`src/rtl/l0_feeder.sv`:
```
// rtl/l0_feeder.sv - weight/activation sequencer feeding L0 and driving corelet inst
//
// Purpose: one start pulse runs a full pass: stream w_len weight words from
// SRAM into L0, hold inst=01 while the MAC array loads kernels, stream x_len
// activation words into L0, hold inst=10 while it executes, then pulse done.
// SRAM read latency and L0 backpressure are absorbed by a 2-entry skid buffer.
//
// Ports:
//   clk, reset             clock, synchronous active-high reset
//   start                  begin a pass (sampled only in IDLE)
//   w_base/w_len           first SRAM address / count of weight words
//   x_base/x_len           first SRAM address / count of activation words
//   sram_cen/wen/addr      SRAM read port (active-low enables, wen tied high)
//   sram_q                 SRAM read data, valid the cycle after a read
//   data_to_l0, l0_wr      L0 write port
//   l0_full                L0 full, blocks writes in the same cycle
//   l0_rd                  L0 read strobe
//   inst                   {execute, kernel loading}
//   busy, done, err        status: not idle / end-of-pass pulse / rejected start
module l0_feeder #(
  parameter int bw        = 4,
  parameter int row       = 8,
  parameter int addr_bw   = 11,
  parameter int len_bw    = 7,
  parameter int L0_DEPTH  = 64,
  parameter int KER_TAIL  = 8,
  parameter int EXEC_TAIL = 16
) (
  input  logic                clk,
  input  logic                reset,
  input  logic                start,
  input  logic [addr_bw-1:0]  w_base,
  input  logic [len_bw-1:0]   w_len,
  input  logic [addr_bw-1:0]  x_base,
  input  logic [len_bw-1:0]   x_len,
  output logic                sram_cen,
  output logic                sram_wen,
  output logic [addr_bw-1:0]  sram_addr,
  input  logic [bw*row-1:0]   sram_q,
  output logic [bw*row-1:0]   data_to_l0,
  output logic                l0_wr,
  input  logic                l0_full,
  output logic                l0_rd,
  output logic [1:0]          inst,
  output logic                busy,
  output logic                done,
  output logic                err
);

  localparam int W        = bw * row;
  localparam int MAX_TAIL = (KER_TAIL > EXEC_TAIL) ? KER_TAIL : EXEC_TAIL;
  localparam int PH_BW    = $clog2(L0_DEPTH + MAX_TAIL + 1);

  typedef enum logic [2:0] {
    S_IDLE, S_LOAD_W, S_KERN, S_LOAD_X, S_EXEC, S_DONE
  } state_t;

  state_t               state_q, state_d;
  logic [addr_bw-1:0]   w_base_q, w_base_d, x_base_q, x_base_d;
  logic [len_bw-1:0]    w_len_q, w_len_d, x_len_q, x_len_d;
  logic [len_bw-1:0]    rd_cnt_q, rd_cnt_d, wr_cnt_q, wr_cnt_d;
  logic [PH_BW-1:0]     ph_cnt_q, ph_cnt_d;
  logic [addr_bw-1:0]   addr_q, addr_d;
  logic [W-1:0]         buf0_q, buf0_d, buf1_q, buf1_d;
  logic [1:0]           occ_q, occ_d;
  logic                 inflight_q, inflight_d;
  logic [1:0]           inst_q, inst_d;
  logic                 l0_rd_q, l0_rd_d, busy_q, busy_d, done_q, done_d, err_q, err_d;

  logic                 is_load, pop, issue, start_ok;
  logic [2:0]           pend;
  logic [addr_bw-1:0]   cur_base, rd_addr;
  logic [len_bw-1:0]    cur_len;
  logic [PH_BW-1:0]     ker_last, exec_last, rd_len_d;

  // Read issue and L0 write are resolved in the current cycle from registered
  // buffer state and l0_full, so a 2-entry buffer sustains one word per cycle
  // while never overflowing under backpressure.
  assign is_load   = (state_q == S_LOAD_W) || (state_q == S_LOAD_X);
  assign cur_base  = (state_q == S_LOAD_X) ? x_base_q : w_base_q;
  assign cur_len   = (state_q == S_LOAD_X || state_q == S_EXEC) ? x_len_q : w_len_q;
  assign pop       = (occ_q != 2'd0) && !l0_full;
  assign pend      = {1'b0, occ_q} + {2'b0, inflight_q} - {2'b0, pop};
  assign issue     = is_load && (rd_cnt_q != cur_len) && (pend <= 3'd1);
  assign rd_addr   = cur_base + addr_bw'(rd_cnt_q);
  assign start_ok  = (w_len != '0) && (w_len <= len_bw'(L0_DEPTH)) &&
                     (x_len != '0) && (x_len <= len_bw'(L0_DEPTH));
  assign ker_last  = PH_BW'(w_len_q) + PH_BW'(KER_TAIL - 1);
  assign exec_last = PH_BW'(x_len_q) + PH_BW'(EXEC_TAIL - 1);

  assign sram_cen   = !issue;
  assign sram_wen   = 1'b1;
  assign sram_addr  = issue ? rd_addr : addr_q;
  assign data_to_l0 = buf0_q;
  assign l0_wr      = pop;
  assign l0_rd      = l0_rd_q;
  assign inst       = inst_q;
  assign busy       = busy_q;
  assign done       = done_q;
  assign err        = err_q;

  always_comb begin
    state_d    = state_q;
    w_base_d   = w_base_q;
    w_len_d    = w_len_q;
    x_base_d   = x_base_q;
    x_len_d    = x_len_q;
    ph_cnt_d   = ph_cnt_q;
    err_d      = 1'b0;
    inflight_d = issue;
    addr_d     = issue ? rd_addr : addr_q;
    rd_cnt_d   = rd_cnt_q + len_bw'(issue);
    wr_cnt_d   = wr_cnt_q + len_bw'(pop);

    // Skid buffer: pop shifts the head out, then the returning SRAM word
    // lands in the first free slot.
    occ_d  = occ_q;
    buf0_d = buf0_q;
    buf1_d = buf1_q;
    if (pop) begin
      buf0_d = buf1_q;
      occ_d  = occ_q - 2'd1;
    end
    if (inflight_q) begin
      if (occ_d == 2'd0) buf0_d = sram_q;
      else               buf1_d = sram_q;
      occ_d = occ_d + 2'd1;
    end

    case (state_q)
      S_IDLE: begin
        if (start) begin
          if (start_ok) begin
            w_base_d = w_base;
            w_len_d  = w_len;
            x_base_d = x_base;
            x_len_d  = x_len;
            rd_cnt_d = '0;
            wr_cnt_d = '0;
            state_d  = S_LOAD_W;
          end else begin
            err_d = 1'b1;
          end
        end
      end
      S_LOAD_W, S_LOAD_X: begin
        // All reads have returned once the last word is written.
        if (wr_cnt_d == cur_len) begin
          rd_cnt_d = '0;
          wr_cnt_d = '0;
          ph_cnt_d = '0;
          state_d  = (state_q == S_LOAD_W) ? S_KERN : S_EXEC;
        end
      end
      S_KERN: begin
        ph_cnt_d = ph_cnt_q + PH_BW'(1);
        if (ph_cnt_q == ker_last) begin
          ph_cnt_d = '0;
          state_d  = S_LOAD_X;
        end
      end
      S_EXEC: begin
        ph_cnt_d = ph_cnt_q + PH_BW'(1);
        if (ph_cnt_q == exec_last) begin
          ph_cnt_d = '0;
          state_d  = S_DONE;
        end
      end
      S_DONE:  state_d = S_IDLE;
      default: state_d = S_IDLE;
    endcase

    // Status outputs are registered from the next state.
    rd_len_d = (state_d == S_EXEC) ? PH_BW'(x_len_q) : PH_BW'(w_len_q);
    inst_d   = (state_d == S_KERN) ? 2'b01 : (state_d == S_EXEC) ? 2'b10 : 2'b00;
    l0_rd_d  = ((state_d == S_KERN) || (state_d == S_EXEC)) && (ph_cnt_d < rd_len_d);
    busy_d   = (state_d != S_IDLE);
    done_d   = (state_d == S_DONE);
  end

  always_ff @(posedge clk) begin
    if (reset) begin
      state_q    <= S_IDLE;
      w_base_q   <= '0;
      w_len_q    <= '0;
      x_base_q   <= '0;
      x_len_q    <= '0;
      rd_cnt_q   <= '0;
      wr_cnt_q   <= '0;
      ph_cnt_q   <= '0;
      addr_q     <= '0;
      buf0_q     <= '0;
      buf1_q     <= '0;
      occ_q      <= 2'd0;
      inflight_q <= 1'b0;
      inst_q     <= 2'b00;
      l0_rd_q    <= 1'b0;
      busy_q     <= 1'b0;
      done_q     <= 1'b0;
      err_q      <= 1'b0;
    end else begin
      state_q    <= state_d;
      w_base_q   <= w_base_d;
      w_len_q    <= w_len_d;
      x_base_q   <= x_base_d;
      x_len_q    <= x_len_d;
      rd_cnt_q   <= rd_cnt_d;
      wr_cnt_q   <= wr_cnt_d;
      ph_cnt_q   <= ph_cnt_d;
      addr_q     <= addr_d;
      buf0_q     <= buf0_d;
      buf1_q     <= buf1_d;
      occ_q      <= occ_d;
      inflight_q <= inflight_d;
      inst_q     <= inst_d;
      l0_rd_q    <= l0_rd_d;
      busy_q     <= busy_d;
      done_q     <= done_d;
      err_q      <= err_d;
    end
  end

endmodule

```
`config.mk`:
```
export PLATFORM = sky130hd
export DESIGN_NAME = l0_feeder
export DESIGN_NICKNAME = d
export VERILOG_FILES = /design/src/rtl/l0_feeder.sv
export SDC_FILE = /design/constraint.sdc
export NUM_CORES = 1
export LEC_CHECK = 0
export ABC_CLOCK_PERIOD_IN_PS = 13000
export CORE_ASPECT_RATIO = 1.5
export CORE_MARGIN = 2
export CORE_UTILIZATION = 58
export CTS_BUF_LIST = sky130_fd_sc_hd__clkbuf_16
export DETAILED_ROUTE_END_ITERATION = 10
export PLACE_DENSITY = 0.93
export SLEW_MARGIN = 40
export SYNTH_ARGS = -nofsm -noshare
export SYNTH_HDL_FRONTEND = slang
export SYNTH_SLANG_ARGS = --single-unit
```
`constraint.sdc`:
```
create_clock -name clk -period 13 [get_ports clk]
set_clock_uncertainty 0.05 [all_clocks]
set_input_delay 2.6 -clock clk [delete_from_list [all_inputs] [get_ports clk]]
set_output_delay 2.6 -clock clk [all_outputs]
set_load 0.05 [all_outputs]
```
Word-level counts from Yosys, hierarchy flattened
Index checks and enable logic that the tools add are counted.
Word-level totals
  input bits: 72
  ROM bits: 0
  register bits after elaboration: 144
  RAM bits: 0
  output and inout port bits: 52
  word-level logic and storage cells: 101
  memories: 0
  latch bits: 0
Operators by class
  shift-type cells: 0
  reductions and logical operators: 23
  bitwise logic cells: 3
  muxes and demuxes: 31
  div/mod/pow operators: 0
  add/sub/neg operators: 10
  order comparisons: 4
  eq/ne operators: 11
  $mul: 0
Operators by type and width (count)
  $mux W32: 3
  $mux W7: 11
  $pmux W7 S2: 2
  $mux W11: 2
  $eq A7 B7 Y1: 3
  $pmux W7 S3: 1
  $mux W3: 6
  $add A7 B1 Y7: 2
  $le A7 B7 Y1 const B: 2
  $reduce_bool A7 Y1: 2
  $pmux W3 S4: 1
  $add A11 B7 Y11: 1
  $eq A3 B2 Y1 const B: 3
  $eq A3 B3 Y1 const B: 3
  $add A7 B1 Y7 const B: 1
  $add A7 B3 Y7 const B: 1
  $add A7 B4 Y7 const B: 1
  $logic_and A1 B1 Y1: 7
  $lt A7 B7 Y1: 1
  $ne A7 B7 Y1: 1
  $mux W2: 3
  $reduce_or A2 Y1: 2
  $add A2 B1 Y3: 1
  $eq A3 B1 Y1 const B: 1
  15 further kinds: 21

Logic depth before layout (Yosys ltp)
  word-level depth: 11
  mapped depth: 20

Worst setup path after synthesis
No wires, ideal clock.
  path kind: input port to output port
  from: input l0_full
  to: output sram_addr[8]
  stages: 11
  arrival time: 5.796 ns
  setup slack: 4.554 ns
  cells stage by stage: nor2_1 clkbuf_1 ha_1 inv_1 ha_1 inv_1 fa_1 xnor2_1 o2111ai_2 buf_4 mux2_1
On the way
  longest elaborated chain between the ends: 6
RTL lines
  start: declaration: line 42  | input logic l0_full,
  $logic_not A1 Y1: line 82  | assign pop = (occ_q != 2'd0) && !l0_full;
  $logic_and A1 B1 Y1: line 82
  via l0_wr: line 41  | output logic l0_wr,
  $sub A3 B1 Y3: line 83  | assign pend = {1'b0, occ_q} + {2'b0, inflight_q} - {2'b0, pop};
  $le A3 B1 Y1: line 84  | assign issue = is_load && (rd_cnt_q != cur_len) && (pend <= 3'd1);
  $logic_and A1 B1 Y1: line 84
  $mux W11
  end: declaration: line 38  | output logic [addr_bw-1:0] sram_addr,
The timed path passes the listed nets, and every way through them passes these cells.

Final worst setup path
  from: input l0_full
  to: output sram_addr[6]
On the way
  longest elaborated chain between the ends: 6
RTL lines (line)
  $logic_not A1 Y1: 82
  $logic_and A1 B1 Y1: 82
  $sub A3 B1 Y3: 83
  $le A3 B1 Y1: 84
  $logic_and A1 B1 Y1: 84
  $mux W11
No other way between the ends.

==> metrics.txt <==
# TYPE chip_impl_metric gauge
chip_impl_metric{name="max-cap-violations",unit=""} 0
chip_impl_metric{name="grt_start_max_net_pins",unit=""} 72
chip_impl_info{name="synth-main-ff-cell",value="sky130_fd_sc_hd__dfxtp_1"} 1
chip_impl_metric{name="place_area",unit="um2"} 8480
chip_impl_metric{name="ir_worst_vdd",unit="mV"} 0.112
chip_impl_metric{name="synthesis.instances",unit=""} 911
chip_impl_metric{name="insertion_delay",unit="ns"} 0.43
chip_impl_metric{name="timing.final.hold_violations",unit=""} 0
chip_impl_metric{name="area.growth.synth_to_final",unit="%"} 24.8
chip_impl_metric{name="grt_pass1_vias",unit=""} 6656
chip_impl_metric{name="synth_top_cell_area_share",unit="%"} 39.7
chip_impl_metric{name="numPortBuffers",unit=""} 122
chip_impl_info{name="hold_class",value="reg2reg"} 1
chip_impl_metric{name="die_height",unit="um"} 141
chip_impl_metric{name="critical_path_required",unit="ns"} 10.35
chip_impl_metric{name="timing.final.setup_violations",unit=""} 0
chip_impl_metric{name="core",unit="um2"} 12400
chip_impl_metric{name="worst-path-max-fanout",unit=""} 33
chip_impl_metric{name="htree_levels",unit=""} 4
chip_impl_metric{name="min_delay_path_depth",unit=""} 2
chip_impl_metric{name="vias",unit=""} 6869
chip_impl_info{name="start_to_end_type_of_the_worst_setup_path",value="in2out"} 1
chip_impl_metric{name="synth.net_count",unit=""} 1010
chip_impl_metric{name="drt_iter0_markers",unit=""} 528
chip_impl_metric{name="nFillCells",unit=""} 875
chip_impl_metric{name="postCtsResizedCells",unit=""} 0
chip_impl_metric{name="ratio_of_cells_with_drive_above_1_in_the_final_layout",unit="%"} 6.85
chip_impl_metric{name="cts_made_buffers",unit=""} 17
chip_impl_metric{name="yosys_register_bits",unit=""} 144
chip_impl_info{name="critPathLaunchType",value="input pin"} 1
chip_impl_metric{name="diodes",unit=""} 0
chip_impl_info{name="post-synth-top-count-cell",value="sky130_fd_sc_hd__nand2_1"} 1
chip_impl_metric{name="synth.yosys.seq_area_share",unit="%"} 39.7
chip_impl_metric{name="cts_buffer_depth",unit=""} 2
chip_impl_metric{name="grt_usage",unit="%"} 28.5
chip_impl_metric{name="syn_area",unit="um2"} 7260
chip_impl_metric{name="postSynth.asyncResetShare",unit="%"} 0
chip_impl_metric{name="slew_headroom",unit="%"} 47.9
chip_impl_metric{name="drtAntennaViolNets",unit=""} 0
chip_impl_metric{name="dpl.hpwl",unit="mm"} 12.4
chip_impl_metric{name="syn_avg_cell_area",unit="um2"} 7.97
chip_impl_metric{name="clkSlewWorstSetupHoldPaths",unit="ns"} 0.07
chip_impl_metric{name="hold_buffers_post_cts",unit=""} 0
chip_impl_info{name="clock_tree.root_cell",value="sky130_fd_sc_hd__clkbuf_16"} 1
chip_impl_metric{name="globalplace.congestion",unit=""} 0.881
chip_impl_metric{name="drt-vias-per-instance",unit=""} 5.90
chip_impl_info{name="grt_setup_unrepaired",value="false"} 1
chip_impl_metric{name="die_area",unit="um2"} 13500
chip_impl_metric{name="row_cnt",unit=""} 50
chip_impl_metric{name="worst-r2r-cell-count",unit=""} 19
chip_impl_metric{name="floorplan.initialDensity",unit="%"} 58.6
chip_impl_info{name="synth_common_cells",value="215 x sky130_fd_sc_hd__nand2_1, 144 x sky130_fd_sc_hd__dfxtp_1, 93 x sky130_fd_sc_hd__a21oi_1, 64 x sky130_fd_sc_hd__nor2_1, 50 x sky130_fd_sc_hd__clkbuf_1"} 1
chip_impl_metric{name="numClockSinks",unit=""} 144
chip_impl_info{name="status",value="finished clean"} 1
chip_impl_info{name="post-synth-top-area-cell",value="sky130_fd_sc_hd__dfxtp_1"} 1
chip_impl_metric{name="fmaxAchievable",unit="MHz"} 113
chip_impl_metric{name="power.density",unit="nW/um2"} 125
chip_impl_metric{name="final.period_utilization",unit="%"} 68.1
chip_impl_metric{name="antenna_violations_before_repair",unit=""} 0
chip_impl_metric{name="ys_warn_count",unit=""} 0
chip_impl_metric{name="worst_pin_slew",unit="ns"} 0.781
chip_impl_metric{name="netlist-cell-type-count",unit=""} 64
chip_impl_metric{name="totalWireLength",unit="mm"} 18.8
chip_impl_metric{name="avgRoutedWirePerCell",unit="um"} 16.1
chip_impl_metric{name="cts.repair_timing.setup_buffer_count",unit=""} 0
chip_impl_metric{name="drt_drc_violations_left",unit=""} 0
chip_impl_metric{name="final_nets",unit=""} 1094
chip_impl_info{name="critPathCaptureType",value="output port"} 1
chip_impl_metric{name="floorplan.die.width",unit="um"} 95.4
chip_impl_metric{name="final_period_minus_worst_setup_slack",unit="ns"} 8.86
chip_impl_metric{name="cp_data_arrival_time",unit="ns"} 6.21
chip_impl_metric{name="timing.final.ws_setup",unit="ns"} 4.14
chip_impl_info{name="top_cells_by_area_in_the_synthesized_netlist",value="sky130_fd_sc_hd__dfxtp_1 40%, sky130_fd_sc_hd__nand2_1 11%, sky130_fd_sc_hd__a21oi_1 6.4%, sky130_fd_sc_hd__a311oi_1 4.5%, sky130_fd_sc_hd__ha_1 4.3%"} 1
chip_impl_metric{name="totalNegativeSetupSlack",unit="ns"} 0
chip_impl_metric{name="detailedPlace.worstSlack",unit="ns"} 4.16
chip_impl_metric{name="globalRoute.totalOverflow",unit=""} 0
chip_impl_info{name="tritoncts_clock_tree",value="done"} 1
chip_impl_metric{name="leakage_power_summed_over_all_cells",unit="nW"} 3.32
chip_impl_metric{name="post_synth_edffs",unit=""} 0
chip_impl_metric{name="detail_route.first_pass.iterations",unit=""} 5
chip_impl_metric{name="post-route-cell-area",unit="um2"} 9070
chip_impl_metric{name="first_pass_grt_wire_length",unit="mm"} 30.6
chip_impl_metric{name="finalMaxSlewViolations",unit=""} 0
chip_impl_metric{name="i_o_pin_count",unit=""} 124
-- registers in the layout, indices dropped and copies added (netlist names) --
name	count
buf1_q	32
data_to_l0	32
addr_q	11
w_base_q	11
x_base_q	11
ph_cnt_q	7
rd_cnt_q	7
w_len_q	7
wr_cnt_q	7
x_len_q	7
state_q	3
inst	2
occ_q	2
busy	1
done	1
err	1
inflight_q	1
l0_rd	1
-- final cells by class --
type | count | area (um2) | area share (%)
Clock inverter | 15 | 160 | 1.77
Inverter | 17 | 63.8 | 0.704
Multi-Input combinational cell | 686 | 4070 | 44.9
Timing Repair Buffer | 129 | 1270 | 14.0
Tap cell | 156 | 195 | 2.15
Clock buffer | 17 | 425 | 4.69
Sequential cell | 144 | 2880 | 31.8
-- worst paths after layout --
check | start | to | slack [ns]
setup / recovery | l0_full | sram_addr[6] | 4.14
hold / removal | buf1_q[3]$_SDFFE_PP0P_ | buf1_q[3]$_SDFFE_PP0P_ | 0.40
setup reg to reg | occ_q[1]$_SDFF_PP0_ | l0_rd$_SDFF_PP0_ | 7.63
hold reg to reg | buf1_q[3]$_SDFFE_PP0P_ | buf1_q[3]$_SDFFE_PP0P_ | 0.40
-- power by group --
group | leakage, nW | internal, mW | switching, mW
Combinational | 1.87 | 0.0694 | 0.117
Sequential | 1.16 | 0.454 | 0.0127
Clock | 0.287 | 0.258 | 0.222
Total | 3.32 | 0.781 | 0.352
-- through the flow --
| step | hold WS [ns] | utilization, % | power [mW] | cells |
|---|---|---|---|---|
| floorplan | 0.386 | - | 0.595 | 911 |
| global placement | 0.391 | 68.4 | 0.653 | 1131 |
| detailed placement | 0.397 | 68.5 | 0.660 | 1132 |
| CTS | 0.406 | 73.2 | 1.14 | 1164 |
| global route | 0.420 | 73.2 | 1.18 | 1164 |
| finish | 0.405 | 73.2 | 1.13 | 1164 |
-- worst max-delay path, stage by stage --
cell and delay (ns):
sky130_fd_sc_hd__clkdlybuf4s50_1 0.46, sky130_fd_sc_hd__buf_4 0.31, sky130_fd_sc_hd__nor2_2 0.07, sky130_fd_sc_hd__ha_1 0.29, sky130_fd_sc_hd__inv_1 0.06, sky130_fd_sc_hd__ha_1 0.13
sky130_fd_sc_hd__inv_1 0.05, sky130_fd_sc_hd__fa_1 0.37, sky130_fd_sc_hd__xnor2_1 0.20, sky130_fd_sc_hd__o2111ai_2 0.45, sky130_fd_sc_hd__mux2_2 0.39, sky130_fd_sc_hd__clkdlybuf4s50_1 0.81
-- metal layers --
| metal | global-route usage [%] | vias to the layer above | routed length (um) |
|---|---|---|---|
| met1 | 32.0 | 3231 | 7300 |
| met5 | 0 | - | 0 |
| met2 | 49.9 | 262 | 9680 |
| met4 | 14.2 | 0 | 732 |
| li1 | - | 3312 | - |
| met3 | 6.09 | 64 | 1040 |
-- cell usage in the layout (no fill, tap or decap), drive strengths merged, types with 3 or more instances in the layout --
cell type      instances
nand3b                 6
xor2                  17
mux2                  11
o21ai                 45
and3                   5
o221ai                 4
nand3                 16
dfxtp                144
a31oi                  6
xnor2                 34
clkdlybuf4s50        121
or2                    4
o2111ai                3
nand2                215
inv                   29
buf                    8
mux2i                 11
a211oi                 6
clkbuf                17
ha                    25
nand2b                 8
a311oi                37
nor2                  64
nor3                  11
a21o                   7
a21oi                 94
nor4                   3
nor2b                 16
or3                    6
-- kinds of logic (layout without fill, tap and decap cells) --
family	after synthesis	in the layout	synth area share (%)
buffers and inverters	81	178	4.53
AND/OR/NAND/NOR	366	366	22.2
XOR/XNOR	51	51	6.15
AO/OA/AOI/OAI	219	219	19.3
other	1	1	0.0516
multiplexers	22	22	3.22
adder cells (fa/ha/maj)	27	27	4.86
flip-flops	144	144	39.7
Power figures use the tool's default switching activity.
